<file path="config.mk">
export PLATFORM = sky130hd
export DESIGN_NAME = line_clear_ctrl_flat
export DESIGN_NICKNAME = d
export VERILOG_FILES = /design/src/rtl/line_clear_ctrl_pkg.sv /design/src/rtl/line_clear_ctrl_if.sv /design/src/rtl/line_clear_ctrl_shift.sv /design/src/rtl/line_clear_ctrl.sv /design/src/flat_wrapper.sv
export SDC_FILE = /design/constraint.sdc
export NUM_CORES = 2
export LEC_CHECK = 0
export CAP_MARGIN = 15
export CORE_AREA = 2 2 472 474
export DETAILED_ROUTE_END_ITERATION = 10
export DIE_AREA = 0 0 474 476
export SLEW_MARGIN = 25
export SYNTH_ARGS = -nofsm -noshare
export SYNTH_HDL_FRONTEND = slang
export SYNTH_HIERARCHICAL = 1
export SYNTH_SLANG_ARGS = --single-unit
</file>
<file path="constraint.sdc">
create_clock -name clk -period 5.24 [get_ports clk]
set_input_delay 1.048 -clock clk [delete_from_list [all_inputs] [get_ports clk]]
set_output_delay 1.048 -clock clk [all_outputs]
set_load 0.05 [all_outputs]
</file>
<file path="src/rtl/line_clear_ctrl_pkg.sv">
// rtl/line_clear_ctrl_pkg.sv - shared playfield geometry, state/colour types and scoring table
package tetris_pkg;

  localparam int PLAY_WIDTH  = 10;
  localparam int PLAY_HEIGHT = 15;
  localparam int N_CELLS     = PLAY_WIDTH * PLAY_HEIGHT;
  localparam int ROW_W       = $clog2(PLAY_HEIGHT);

  localparam int PTS_1 = 40;
  localparam int PTS_2 = 100;
  localparam int PTS_3 = 300;
  localparam int PTS_4 = 1200;

  typedef enum logic [1:0] {IDLE, CHECK, SHIFT, DONE} clr_state_t;

  typedef logic [2:0] cell_t;

  // Points awarded for one pass; four or more lines all earn the top award.
  function automatic logic [10:0] points(input logic [3:0] n);
    case (n)
      4'd0:    points = 11'd0;
      4'd1:    points = 11'(PTS_1);
      4'd2:    points = 11'(PTS_2);
      4'd3:    points = 11'(PTS_3);
      default: points = 11'(PTS_4);
    endcase
  endfunction

  // True when every cell of the selected row is occupied.
  function automatic logic row_full(input logic [N_CELLS-1:0] bg, input logic [ROW_W-1:0] row);
    logic full;
    full = 1'b0;
    for (int r = 0; r < PLAY_HEIGHT; r++) begin
      if (row == ROW_W'(r)) full = &bg[r*PLAY_WIDTH +: PLAY_WIDTH];
    end
    return full;
  endfunction

endpackage

</file>
<file path="src/rtl/line_clear_ctrl_if.sv">
// rtl/line_clear_ctrl_if.sv - game FSM <-> line clear controller handshake and playfield bus
interface line_clear_ctrl_if #(
  parameter int SCORE_W = 20
);
  import tetris_pkg::*;

  logic               start;
  logic [N_CELLS-1:0] bg_in;
  cell_t              color_in [0:N_CELLS-1];
  logic               busy;
  logic               done;
  logic [N_CELLS-1:0] bg_out;
  cell_t              color_out [0:N_CELLS-1];
  logic [3:0]         lines_cleared;
  logic [SCORE_W-1:0] score;

  modport master (
    output start, bg_in, color_in,
    input  busy, done, bg_out, color_out, lines_cleared, score
  );

  modport slave (
    input  start, bg_in, color_in,
    output busy, done, bg_out, color_out, lines_cleared, score
  );

endinterface

</file>
<file path="src/rtl/line_clear_ctrl_shift.sv">
// rtl/line_clear_ctrl_shift.sv - combinational drop of rows 0..i_row by one row, row 0 emptied
module line_shift_unit
  import tetris_pkg::*;
(
  input  logic [N_CELLS-1:0] i_bg,
  input  cell_t              i_color [0:N_CELLS-1],
  input  logic [ROW_W-1:0]   i_row,
  output logic [N_CELLS-1:0] o_bg,
  output cell_t              o_color [0:N_CELLS-1]
);

  // Rows 1..i_row take the row above them; row 0 always empties; rows below i_row pass through.
  always_comb begin
    o_bg    = i_bg;
    o_color = i_color;
    for (int c = 0; c < PLAY_WIDTH; c++) begin
      o_bg[c]    = 1'b0;
      o_color[c] = '0;
    end
    for (int r = 1; r < PLAY_HEIGHT; r++) begin
      if (ROW_W'(r) <= i_row) begin
        for (int c = 0; c < PLAY_WIDTH; c++) begin
          o_bg[r*PLAY_WIDTH + c]    = i_bg[(r-1)*PLAY_WIDTH + c];
          o_color[r*PLAY_WIDTH + c] = i_color[(r-1)*PLAY_WIDTH + c];
        end
      end
    end
  end

endmodule

</file>
<file path="src/rtl/line_clear_ctrl.sv">
// rtl/line_clear_ctrl.sv - row-clear sequencer: snapshot, bottom-up scan, compaction, scoring
module line_clear_ctrl
  import tetris_pkg::*;
#(
  parameter int SCORE_W = 20
) (
  input  logic             clk,
  input  logic             reset,
  line_clear_ctrl_if.slave bus
);

  clr_state_t         r_state;
  logic [ROW_W-1:0]   r_row_ptr;
  logic [3:0]         r_count;
  logic [N_CELLS-1:0] r_bg;
  cell_t              r_color [0:N_CELLS-1];
  logic               r_busy;
  logic               r_done;
  logic [3:0]         r_lines;
  logic [SCORE_W-1:0] r_score;

  logic [N_CELLS-1:0] w_shift_bg;
  cell_t              w_shift_color [0:N_CELLS-1];
  logic               w_check_full;
  logic               w_shift_full;
  logic [3:0]         w_count_inc;
  logic [3:0]         w_done_count;
  logic [SCORE_W:0]   w_score_sum;
  logic [SCORE_W-1:0] w_score_next;

  line_shift_unit u_shift (
    .i_bg    (r_bg),
    .i_color (r_color),
    .i_row   (r_row_ptr),
    .o_bg    (w_shift_bg),
    .o_color (w_shift_color)
  );

  // The SHIFT cycle re-checks the same row on the freshly shifted data, so each
  // cleared line costs exactly one extra cycle instead of a shift plus a re-check.
  assign w_check_full = row_full(r_bg, r_row_ptr);
  assign w_shift_full = row_full(w_shift_bg, r_row_ptr);
  assign w_count_inc  = (r_count == 4'hF) ? r_count : r_count + 4'd1;
  assign w_done_count = (r_state == SHIFT) ? w_count_inc : r_count;
  assign w_score_sum  = {1'b0, r_score} + (SCORE_W+1)'(points(w_done_count));
  assign w_score_next = w_score_sum[SCORE_W] ? '1 : w_score_sum[SCORE_W-1:0];

  assign bus.busy          = r_busy;
  assign bus.done          = r_done;
  assign bus.bg_out        = r_bg;
  assign bus.color_out     = r_color;
  assign bus.lines_cleared = r_lines;
  assign bus.score         = r_score;

  // Pass sequencer; done/lines/score are loaded on entry to DONE so they are valid in that cycle.
  always_ff @(posedge clk or negedge reset) begin
    if (!reset) begin
      r_state   <= IDLE;
      r_row_ptr <= ROW_W'(PLAY_HEIGHT-1);
      r_count   <= 4'd0;
      r_bg      <= '0;
      for (int i = 0; i < N_CELLS; i++) r_color[i] <= '0;
      r_busy    <= 1'b0;
      r_done    <= 1'b0;
      r_lines   <= 4'd0;
      r_score   <= '0;
    end else begin
      r_done <= 1'b0;
      case (r_state)
        IDLE: begin
          if (bus.start) begin
            r_bg      <= bus.bg_in;
            r_color   <= bus.color_in;
            r_row_ptr <= ROW_W'(PLAY_HEIGHT-1);
            r_count   <= 4'd0;
            r_busy    <= 1'b1;
            r_state   <= CHECK;
          end
        end
        CHECK: begin
          if (w_check_full) begin
            r_state <= SHIFT;
          end else if (r_row_ptr == '0) begin
            r_done  <= 1'b1;
            r_lines <= w_done_count;
            r_score <= w_score_next;
            r_state <= DONE;
          end else begin
            r_row_ptr <= r_row_ptr - 1'b1;
          end
        end
        SHIFT: begin
          r_bg    <= w_shift_bg;
          r_color <= w_shift_color;
          r_count <= w_count_inc;
          if (w_shift_full) begin
            r_state <= SHIFT;
          end else if (r_row_ptr == '0) begin
            r_done  <= 1'b1;
            r_lines <= w_done_count;
            r_score <= w_score_next;
            r_state <= DONE;
          end else begin
            r_row_ptr <= r_row_ptr - 1'b1;
            r_state   <= CHECK;
          end
        end
        DONE: begin
          r_busy  <= 1'b0;
          r_state <= IDLE;
        end
        default: r_state <= IDLE;
      endcase
    end
  end

endmodule

</file>
<file path="src/flat_wrapper.sv">
// flat-port wrapper written by rule: the top's interface ports become plain ports
module line_clear_ctrl_flat import tetris_pkg::*;
#(
  parameter int SCORE_W = 20
)
  (clk, reset, bus_start, bus_bg_in, bus_color_in, bus_busy, bus_done, bus_bg_out, bus_color_out, bus_lines_cleared, bus_score);
  line_clear_ctrl_if #(.SCORE_W(SCORE_W)) bus_i ();
  input  logic clk;
  input  logic reset;
  input wire logic [$bits(bus_i.start)-1:0] bus_start;
  input wire logic [$bits(bus_i.bg_in)-1:0] bus_bg_in;
  input wire logic [$bits(bus_i.color_in)-1:0] bus_color_in;
  output wire logic [$bits(bus_i.busy)-1:0] bus_busy;
  output wire logic [$bits(bus_i.done)-1:0] bus_done;
  output wire logic [$bits(bus_i.bg_out)-1:0] bus_bg_out;
  output wire logic [$bits(bus_i.color_out)-1:0] bus_color_out;
  output wire logic [$bits(bus_i.lines_cleared)-1:0] bus_lines_cleared;
  output wire logic [$bits(bus_i.score)-1:0] bus_score;
  assign bus_i.start = bus_start;
  assign bus_i.bg_in = bus_bg_in;
  assign bus_i.color_in = {>>{bus_color_in}};
  assign bus_busy = bus_i.busy;
  assign bus_done = bus_i.done;
  assign bus_bg_out = bus_i.bg_out;
  assign bus_color_out = {>>{bus_i.color_out}};
  assign bus_lines_cleared = bus_i.lines_cleared;
  assign bus_score = bus_i.score;
  line_clear_ctrl #(.SCORE_W(SCORE_W)) u_core (.clk(clk), .reset(reset), .bus(bus_i));
endmodule
</file>
==> flow_metrics.env <==
export IMPL_synth_avg_cell_area_um2=10.1
export IMPL_fp_coreArea_um2=221000
export IMPL_path_clk_slew_ps=60
export IMPL_avgViaCountPerCell=4.39
export IMPL_hold_path_class="in -> async"
export IMPL_p_switching_mw=25.3
export IMPL_worst_setup_path_type="reg -> reg"
export IMPL_maxCapViolCount=0
export IMPL_cts_sinks=635
export IMPL_min_period_over_period_pct=85.3
export IMPL_tritoncts="done"
export IMPL_hold_violations=0
export IMPL_final_setup_viol_count=0
export IMPL_via_count=34600
export IMPL_antenna_left=0
export IMPL_synth_edff_count=0
export IMPL_fin_crit_ps=4470
export IMPL_ys_warnings_count=6
export IMPL_ctsHoldBuffers=0
export IMPL_hold_slack_ps=396
export IMPL_grt_pass1_wl_mm=290
export IMPL_wirelength_mm=217
export IMPL_portBuffers=1228
export IMPL_postCtsSetupBuffers=0
export IMPL_power_frac_comb_pct=61.7
export IMPL_outcome="completed"
export IMPL_drtPass1Iterations=5
export IMPL_critPathLaunchType="flip-flop"
export IMPL_cp_arrival_ps=5050
export IMPL_grt_max_degree=155
export IMPL_drv_slew=0
export IMPL_cp_max_fo=17
export IMPL_syn_cell_area_um2=37700
export IMPL_power_density_nw_per_um2=828
export IMPL_chipWidth_um=474
export IMPL_skew_ps=50.3
export IMPL_areaGrowthSynthToFinish_pct=48.1
export IMPL_p_clk_share_pct=12.8
export IMPL_cts_buffer_depth=3
export IMPL_ys_ff_latch=635
export IMPL_finalSetupTns_ps=0
export IMPL_nets=5442
export IMPL_drt_iter0_markers=2712
export IMPL_initial_utilization_pct=17.1
export IMPL_wire_per_inst_um=27.5
export IMPL_postLayoutCoreUtil_pct=25.3
export IMPL_die_area_um2=226000
export IMPL_drc=0
export IMPL_n_fill_cell=23500
export IMPL_grt_ovfl_total=0
export IMPL_seq_power_share_pct=25.5
export IMPL_dpl_hpwl_mm=174
export IMPL_seq_area_frac_synth_pct=42.1
export IMPL_fmax_mhz=224
export IMPL_io_pins=1229
export IMPL_cts_root_buffer_cell="clkbuf_16"
export IMPL_seqCellArea_um2=15900
export IMPL_synth_ff_type="dfrtp_1"
export IMPL_crit_required_ps=5820
export IMPL_p_sw_share_pct=54.6
export IMPL_synth_distinct_cells=74
export IMPL_die_h_um=476
export IMPL_clk_latency_ps=710
export IMPL_antenna_found_initial=36
export IMPL_cts_resized=0
export IMPL_cp_end_kind="flip-flop"
export IMPL_gp_congestion=0.932
export IMPL_dp_slack_ps=807
export IMPL_numCtsBuffers=84
export IMPL_leakage_nw=22.1
export IMPL_multi_input_area_um2=20400
export IMPL_p_int_mw=21.0
export IMPL_rsz0062_at_grt="no"
export IMPL_num_rows=173
export IMPL_drive_gt1_share_pct=15.8
export IMPL_async_flop_share_pct=100
export IMPL_vdd_drop_max_mv=0.422
export IMPL_worst_pin_slew_ps=1140
export IMPL_slew_headroom_pct=23.9
export IMPL_htreeDepth=3
export IMPL_grt_pass1_vias=33800
export IMPL_syn_instance_count=3719
export IMPL_worst_slack_ps=769
export IMPL_grt_usage_pct=18.3
[synth_stat cells (3+ instances only)]
cell      instances  area share [%]
ha_1             18            0.60
mux2_1           35             1.0
nor2_1           28            0.28
mux2_2          541              16
nand3b_1          6            0.12
dfrtp_1         632              42
dfstp_2           3            0.21
or4_1             4           0.080
nand2b_1          5           0.083
buf_4            49            0.98
a21oi_1          22            0.29
mux2i_1         602              16
a211oi_1          3           0.060
nand2_1         651             6.5
nor4_1           17            0.28
xnor2_1           6            0.14
nor2b_1           6            0.10
o21a_1            3           0.060
a21o_1            4           0.080
nand3_2           7            0.19
o31ai_1           5            0.10
o21bai_1          4           0.080
nand3_1          22            0.29
a31oi_1          10            0.17
buf_2            39            0.52
and3_1            4           0.066
nor3_1           12            0.16
nand4_1          60             1.0
inv_1            16            0.16
o211ai_1          4           0.080
o21ai_0         614             8.1
buf_1            21            0.21
clkbuf_1        188             1.9
buf_6            23            0.69
nand4b_1          4           0.093
a22o_1            3           0.070
[logic make-up (layout without fill, tap and decap cells)]
family	Yosys count	after routing	share of synthesized area, %
other	1	60	0.00994
DFF	635	635	42.1
buffers and inverters	337	1464	4.43
AOI/OAI and AO/OA	695	695	9.72
and+or+nand+nor	847	847	9.71
adders and majority gates	19	19	0.650
muxes	1178	1178	33.2
xor gates and xnor gates	7	7	0.163
[layout by cell type (no fill, tap or decap), types with 10 or more instances in the layout]
cell type and instances:
clkbuf_8 15, a21oi_1 21, clkinv_2 10, inv_1 16, nor4_1 17, dfrtp_1 632
o21ai_0 613, conb_1 40, buf_12 15, clkbuf_16 85, clkbuf_1 27, nor3_1 12
nor2_1 27, clkdlybuf4s50_1 1224, ha_1 17, buf_4 55, mux2_2 541, nand2_1 649
mux2_1 35, diode_2 20, nand4_1 60, mux2i_1 602, nand3_1 20
[registers in the layout, indices dropped and copies added, names as in the netlist]
signal and count:
u_core/bus.bg_out 150, u_core/bus.busy 1, u_core/bus.color_out 450, u_core/bus.done 1, u_core/bus.lines_cleared 4, u_core/bus.score 19
u_core/r_count 4, u_core/r_row_ptr 4, u_core/r_state 2
[through the flow]
stage	cell area, µm²	std cells	total power [mW]
3_3_place_gp	53000	7708	39.8
3_5_place_dp	53000	7708	40.3
5_1_grt	55800	7868	48.4
4_1_cts	55800	7859	46.4
6_report	55900	7880	46.3
2_1_floorplan	37900	3758	28.3
[metal layers]
layer	wire (µm)	track usage [%]
met5	162	0
met4	12500	9.89
met3	20400	6.21
met2	100000	29.5
met1	83600	21.5
[worst paths after layout]
kind / from / endpoint / slack [ps] / cells past startpoint
max in group asynchronous: reset / u_core/bus.bg_out[52] / 3570 / 2
min in group clk: u_core/bus.color_out[15] / u_core/bus.color_out[15] / 500 / 2
max reg2reg: u_core/r_row_ptr[1] / u_core/bus.lines_cleared[0] / 770 / 9
min: reset / u_core/bus.color_out[128] / 400 / 1
max: u_core/r_row_ptr[1] / u_core/bus.lines_cleared[0] / 770 / 9
min reg2reg: u_core/bus.color_out[15] / u_core/bus.color_out[15] / 500 / 2
[area by class of cell]
| type | instances | share of cell area [%] |
|---|---|---|
| multi-input combinational | 2786 | 36.5 |
| sequential | 635 | 28.5 |
| clock inverter | 24 | 0.567 |
| tap | 2975 | 6.66 |
| inverter | 17 | 0.114 |
| timing repair buffer | 1296 | 23.3 |
| clock buffer | 127 | 4.36 |
| antenna | 20 | 0.0896 |
[power groups by stage]
stage | Combinational (mW) | Clock, mW | Sequential (mW)
4_1_cts | 28.5 | 6.09 | 11.8
6_report | 28.5 | 5.92 | 11.8
5_1_grt | 30.1 | 6.23 | 12.1
3_5_place_dp | 28.4 | 0 | 11.9
3_3_place_gp | 28.1 | 0 | 11.8
2_1_floorplan | 11.2 | 0 | 17.1
[worst max-delay path: stages (launching register included)]
cell	delay [ps]
dfstp_2	810
ha_1	750
inv_1	360
o31ai_1	190
a21oi_1	130
o211ai_1	350
a211oi_1	150
or3b_1	790
nand2_2	430
mux2_1	360
Power figures use the tool's default switching activity.
